--- config.mk ---
export PLATFORM = sky130hd
export DESIGN_NAME = rr_arbiter_8
export DESIGN_NICKNAME = d
export VERILOG_FILES = /design/src/rtl/rr_arbiter_8.sv
export SDC_FILE = /design/constraint.sdc
export NUM_CORES = 1
export LEC_CHECK = 0
export CAP_MARGIN = 15
export CELL_PAD_IN_SITES_DETAIL_PLACEMENT = 2
export CELL_PAD_IN_SITES_GLOBAL_PLACEMENT = 2
export CORE_MARGIN = 10
export CORE_UTILIZATION = 35
export DETAILED_ROUTE_END_ITERATION = 8
export DONT_BUFFER_PORTS = 1
export PLACE_DENSITY = 0.81
export SETUP_SLACK_MARGIN = 0.15
export SKIP_LAST_GASP = 1
export SLEW_MARGIN = 15
export SYNTH_ARGS = -nofsm -noshare
export SYNTH_HDL_FRONTEND = slang
export SYNTH_SLANG_ARGS = --single-unit
--- constraint.sdc ---
create_clock -name clk -period 4.2 [get_ports clk]
set_input_delay 0.84 -clock clk [delete_from_list [all_inputs] [get_ports clk]]
set_output_delay 0.84 -clock clk [all_outputs]
set_load 0.02 [all_outputs]
--- src/rtl/rr_arbiter_8.sv ---
// Round-robin arbiter for 8 requesters with registered one-hot grant, hold limit
// and timeout pulse. The holder's "release" input is named rel ("release" is a reserved word).
//
// state   | meaning
// --------+-----------------------------------------------------------
// S_IDLE  | no grant; arbitrate on any request, searching from ptr
// S_GRANT | gnt held; ends on drop/rel (normal) or hold limit (timeout)
module rr_arbiter_8 #(
  parameter int MAX_HOLD = 16,
  parameter int CNT_W    = 8
) (
  input  logic       clk,
  input  logic       rst,
  input  logic [7:0] req,
  input  logic       rel,
  output logic [7:0] gnt,
  output logic [2:0] gnt_id,
  output logic       gnt_valid,
  output logic       timeout
);

  localparam logic [0:0] S_IDLE  = 1'b0;
  localparam logic [0:0] S_GRANT = 1'b1;

  logic [0:0]       state;
  logic [2:0]       ptr;
  logic [CNT_W-1:0] cnt;
  logic [2:0]       win;
  logic [2:0]       idx;
  logic             found;
  logic             hold_tc;

  assign hold_tc = (cnt == CNT_W'(MAX_HOLD - 1));

  // Rotating search: first set bit at ptr, ptr+1, ... wrapping through 7 to 0.
  always_comb begin
    found = 1'b0;
    win   = ptr;
    idx   = ptr;
    for (int k = 0; k < 8; k++) begin
      idx = ptr + 3'(k);
      if (!found && req[idx]) begin
        found = 1'b1;
        win   = idx;
      end
    end
  end

  always_ff @(posedge clk) begin
    if (rst) begin
      state     <= S_IDLE;
      ptr       <= '0;
      cnt       <= '0;
      gnt       <= '0;
      gnt_id    <= '0;
      gnt_valid <= 1'b0;
      timeout   <= 1'b0;
    end else begin
      case (state)
        S_IDLE: begin
          timeout <= 1'b0;
          cnt     <= '0;
          if (found) begin
            gnt       <= 8'(1) << win;
            gnt_id    <= win;
            gnt_valid <= 1'b1;
            state     <= S_GRANT;
          end
        end
        S_GRANT: begin
          if (!req[gnt_id] || rel || hold_tc) begin
            // A normal end wins over the hold limit when both happen together.
            timeout   <= req[gnt_id] && !rel;
            gnt       <= '0;
            gnt_valid <= 1'b0;
            ptr       <= gnt_id + 3'd1;
            cnt       <= '0;
            state     <= S_IDLE;
          end else begin
            cnt <= cnt + CNT_W'(1);
          end
        end
        default: begin
          state     <= S_IDLE;
          gnt       <= '0;
          gnt_valid <= 1'b0;
          timeout   <= 1'b0;
          cnt       <= '0;
        end
      endcase
    end
  end

endmodule

# [Word-level counts from Yosys, hierarchy flattened]
# Cells that the tools add are included.
[classes] reduce_logical=22 magnitude_cmp=9 mux=46 bitwise=1 add_sub_neg=9 n_eq_ne=3 n_shift=1
[op_table] cell="3-bit by 4-bit less-than comparator with 1-bit output, second input constant" n=9
[op_table] cell="8-bit one-hot mux with 2 select lines" n=2
[op_table] cell="1-bit binary-select mux with 3-bit select" n=9
[op_table] cell="8-bit 2-to-1 mux" n=3
[op_table] cell="1-bit 2-to-1 mux" n=22
[op_table] cell="3-bit 2-to-1 mux" n=7
[op_table] cell="3-bit adder, second input constant" n=4
[op_table] cell="1-bit logical NOT" n=9
[op_table] cell="8-bit by 1-bit adder with 8-bit output, second input constant" n=1
[op_table] cell="8-bit by 4-bit equality test with 1-bit output, second input constant" n=1
[op_table] cell="1-bit logical AND" n=8
[op_table] cell="1-bit by 3-bit left shift with 8-bit output, first input constant" n=1
[op_table] cell="3-bit by 1-bit adder with 3-bit output, second input constant" n=2
[op_table] cell="3-bit by 2-bit adder with 3-bit output, second input constant" n=2
[op_table] cell="1-bit one-hot mux with 2 select lines" n=3
[op_table] cell="2-bit AND reduction" n=3
[op_table] cell="1-bit logical OR" n=2
[op_table] cell="2-bit by 1-bit != test with 1-bit output, second input constant" n=1
[op_table] cell="2-bit != test, second input constant" n=1
[op_table] cell="1-bit NOT" n=1
[totals] ff_bits=25 in_bits=11 elab_cells=98 out_inout_bits=13

# [Logic depth before layout (Yosys ltp)]
[depth] word_depth=27 ltp_mapped=13 depth_no_buf=10

# [Worst setup path before layout]
# OpenSTA, ideal clock, no wires.
[synth_path] kind="register to register" startpoint="reg ptr[1]" endpoint="reg gnt[4]" required_ps=4083 path_slack_ps=1132 path_buffers=2 path_stages_with_launch=13 t_arrival_ps=2950 cell_sequence="dfxtp_1 -> buf_2 -> inv_1 -> ha_1 -> buf_6 -> mux2i_1 -> mux4_2 -> o22ai_2 -> mux2i_1 -> a31o_1 -> o32ai_4 -> inv_2 -> a32o_1"
[synth_between] elab_chain_cells=27 word_cells_on_any_way=57
[synth_lines] element="from (decl)" line="26" rtl="logic [2:0] ptr;"
[synth_lines] element="from (signal assigned)" line="76" rtl="ptr <= gnt_id + 3'd1;"
[synth_lines] element="parallel branches: the longest is 27 deep, another holds 3-bit by 1-bit adder with 3-bit output"
[synth_lines] element="to (signal assigned)" line="64" rtl="gnt <= 8'(1) << win;"
[synth_lines] element="to (decl)" line="16" rtl="output logic [7:0] gnt,"
# Parallel ways; which one is timed is not known. The select of a mux whose other input is x is not followed.
# A chain may end at the register's enable or synchronous reset.

# [Worst setup path after layout]
[layout_path] startpoint="reg ptr[0]" endpoint="reg gnt[3]"
# Same word-level chain as after synthesis.

==> reports/metrics.cfg <==
[grt]
gr-total-overflow=0
antenna_found_initial=0
grt_pass1_vias=1804
grt_max_degree=20
grt_usage=0.135
grt_first_pass_wirelength_um=9830

[synthesis]
syn_nets=222
ys_async_sr_fraction=0
synth_mux_area_frac=0.273
netlist.area_leader.share=0.246
synth_top_family_by_area=multiplexers
synthTopCellsByArea=dfxtp_1 25%, mux4_2 13%, mux2i_1 9.4%
synth.most_common_cell=dfxtp_1
yosys_warnings=0
ys_seq_area_frac=0.246
synth-simple-area-share=0.180
synth-seq-cells=25
yosys.area_share.xor_xnor=0.0505
yosysTopAreaCell=dfxtp_1
synth_compound_area_frac=0.189
synth-adder-area-share=0.0246
netlist_area_um2=2030
synth_edf_count=0
synth.avg_cell_area_um2=9.82
netlist_instances=207
yosys-top-cells-count=25 x dfxtp_1, 24 x nor2_1, 19 x mux2i_1, 15 x nand2_1, 12 x mux4_2
ys.flop_type=dfxtp_1
synth_cell_type_count=56

[timing]
fin_skew_ns=0.00637
min_period_ns=3.62
tns_ns=0
max_slew_margin=0.490
hold_viol=0
drv_slew=0
worst_pin_slew_ns=0.765
fin_crit_sh=0.861
timing.fmax_mhz=276
rsz0062_at_grt=no
finalSetupViolations=0

[power]
seqPwrFrac=0.287
intPower_w=0.000628
p_comb_frac=0.590
switching_power_w=0.000572
sw_frac_of_total=0.477
p_clk_frac=0.123
p_leak_nw=0.768
ir_drop_v=0.000253
powerDensity_nw_per_um2=562

[cts]
hold_buffers=0
tritoncts=done
clock_sinks=25
cts_made_buffers=3
clockRootBuffer=clkbuf_8
ctsResizeCount=0
clock_latency_ns=0.28
clockBufferDepth=2
htree_levels=1
cts_setup_buffers=0
cts.clk_slew.worst_paths_ns=0.09

[route]
ant_nets=0
drtIter0Drc=86
wl_per_cell_um=21.9
drcViolationCount=0
wirelength_um=6060
firstDrtPassIters=4
viasPerCell=6.18
vias=1713

[floorplan]
die_w_um=96.2
coreArea_um2=5570
start_util=0.365
die_h_um=96.2
pin_count=24
dieArea_um2=9250
rows=27

[layout]
final_nets=221
n_fill_cell=615
finalNonFillerCells=277
insertedDiodeCount=0
area_growth_pct=5.11
drive_above_1_share=0.176

[placement]
io_buffers=0
place_hpwl_um=4730
dp_cells=273
place_congestion=0.779

[worst_hold_path]
hp-class=flop to flop

[critical_path]
start_kind=flop
endpoint_kind=flop
worst-setup-path-type=flop to flop
worstPathRequired_ns=4.39
arrival_ns=3.81
crit_fanout=17

[flow_run]
cap_viol_max_count=0

[run_status]
status=finished clean

-- layout make-up --
type | count | area (µm²) | share of cell area
Multi-Input combinational cell | 168 | 1460 | 0.682
Timing Repair Buffer | 3 | 22.5 | 0.0105
Inverter | 5 | 18.8 | 0.00879
Clock inverter | 1 | 5.00 | 0.00234
Tap cell | 72 | 90.1 | 0.0422
Sequential cell | 25 | 500 | 0.234
Clock buffer | 3 | 41.3 | 0.0193
-- final timing paths --
path	start	endpoint	slack, ns	cells past startpoint
setup / recovery	ptr[0]$_SDFFE_PP0P_	gnt[3]$_SDFFE_PP0P_	0.58	10
hold / removal	cnt[0]$_SDFF_PP0_	cnt[0]$_SDFF_PP0_	0.46	1
setup reg to reg	ptr[0]$_SDFFE_PP0P_	gnt[3]$_SDFFE_PP0P_	0.58	10
hold reg to reg	cnt[0]$_SDFF_PP0_	cnt[0]$_SDFF_PP0_	0.46	1
-- critical path, cell delays in order, from the launching register on --
cell and delay (ns):
dfxtp_1 0.37, inv_2 0.10, ha_1 0.80, mux4_1 0.70, a21oi_1 0.20, o22ai_1 0.14, mux2_1 0.34, o2bb2ai_1 0.14
o22ai_1 0.27, nand3b_1 0.20, o31ai_1 0.26
-- registers in the layout, indices dropped and copies added (netlist names) --
signal,cells
timeout,1
cnt,8
gnt,8
ptr,3
gnt_valid,1
state,1
gnt_id,3
-- placed cells by master (no fill, tap or decap), types with 4 or more instances in the layout --
cell,synthesis,layout
a32o_1,4,4
a21oi_1,8,8
mux4_2,12,12
nor2_1,24,24
mux2i_1,19,19
o31ai_1,4,4
xnor2_1,6,6
nand3_1,7,7
nand2b_1,6,6
ha_1,4,4
and3_1,6,6
nand2_1,15,15
dfxtp_1,25,25
o22ai_1,6,6
-- cells by family after synthesis --
group                      count (synthesis)
muxes                                     37
and+or+nand+nor                           72
buffers and inverters                     14
xor gates and xnor gates                  10
AOI/OAI and AO/OA                         45
DFF                                       25
adders and majority gates                  4
-- power by group through the flow --
| stage | clock network (W) | logic [W] | registers [W] |
|---|---|---|---|
| floorplan | 0 | 0.000569 | 0.000336 |
| global placement | 0 | 0.000677 | 0.000352 |
| detailed placement | 0 | 0.000706 | 0.000354 |
| CTS | 0.000150 | 0.000710 | 0.000349 |
| global route | 0.000160 | 0.000774 | 0.000354 |
| finish | 0.000147 | 0.000708 | 0.000345 |
-- metal layers --
layer | up-vias | share of wire | track usage
met4 | 0 | 0.0094 | 0.0332
met2 | 25 | 0.52 | 0.234
li1 | 785 | - | -
met3 | 4 | 0.038 | 0.0265
met5 | - | 0 | 0
met1 | 899 | 0.43 | 0.167
-- through the flow --
stage          total power (W)   util  setup slack (ns)  hold slack [ns]  instance area [µm²]
2_1_floorplan         0.000905      -              1.13            0.413                 2030
3_3_place_gp           0.00103  0.375             0.803            0.425                 2090
3_5_place_dp           0.00106  0.375             0.589            0.435                 2090
4_1_cts                0.00121  0.383             0.550            0.466                 2140
5_1_grt                0.00129  0.383             0.294            0.496                 2140
6_report               0.00120  0.383             0.582            0.465                 2140
Power figures use the tool's default switching activity.
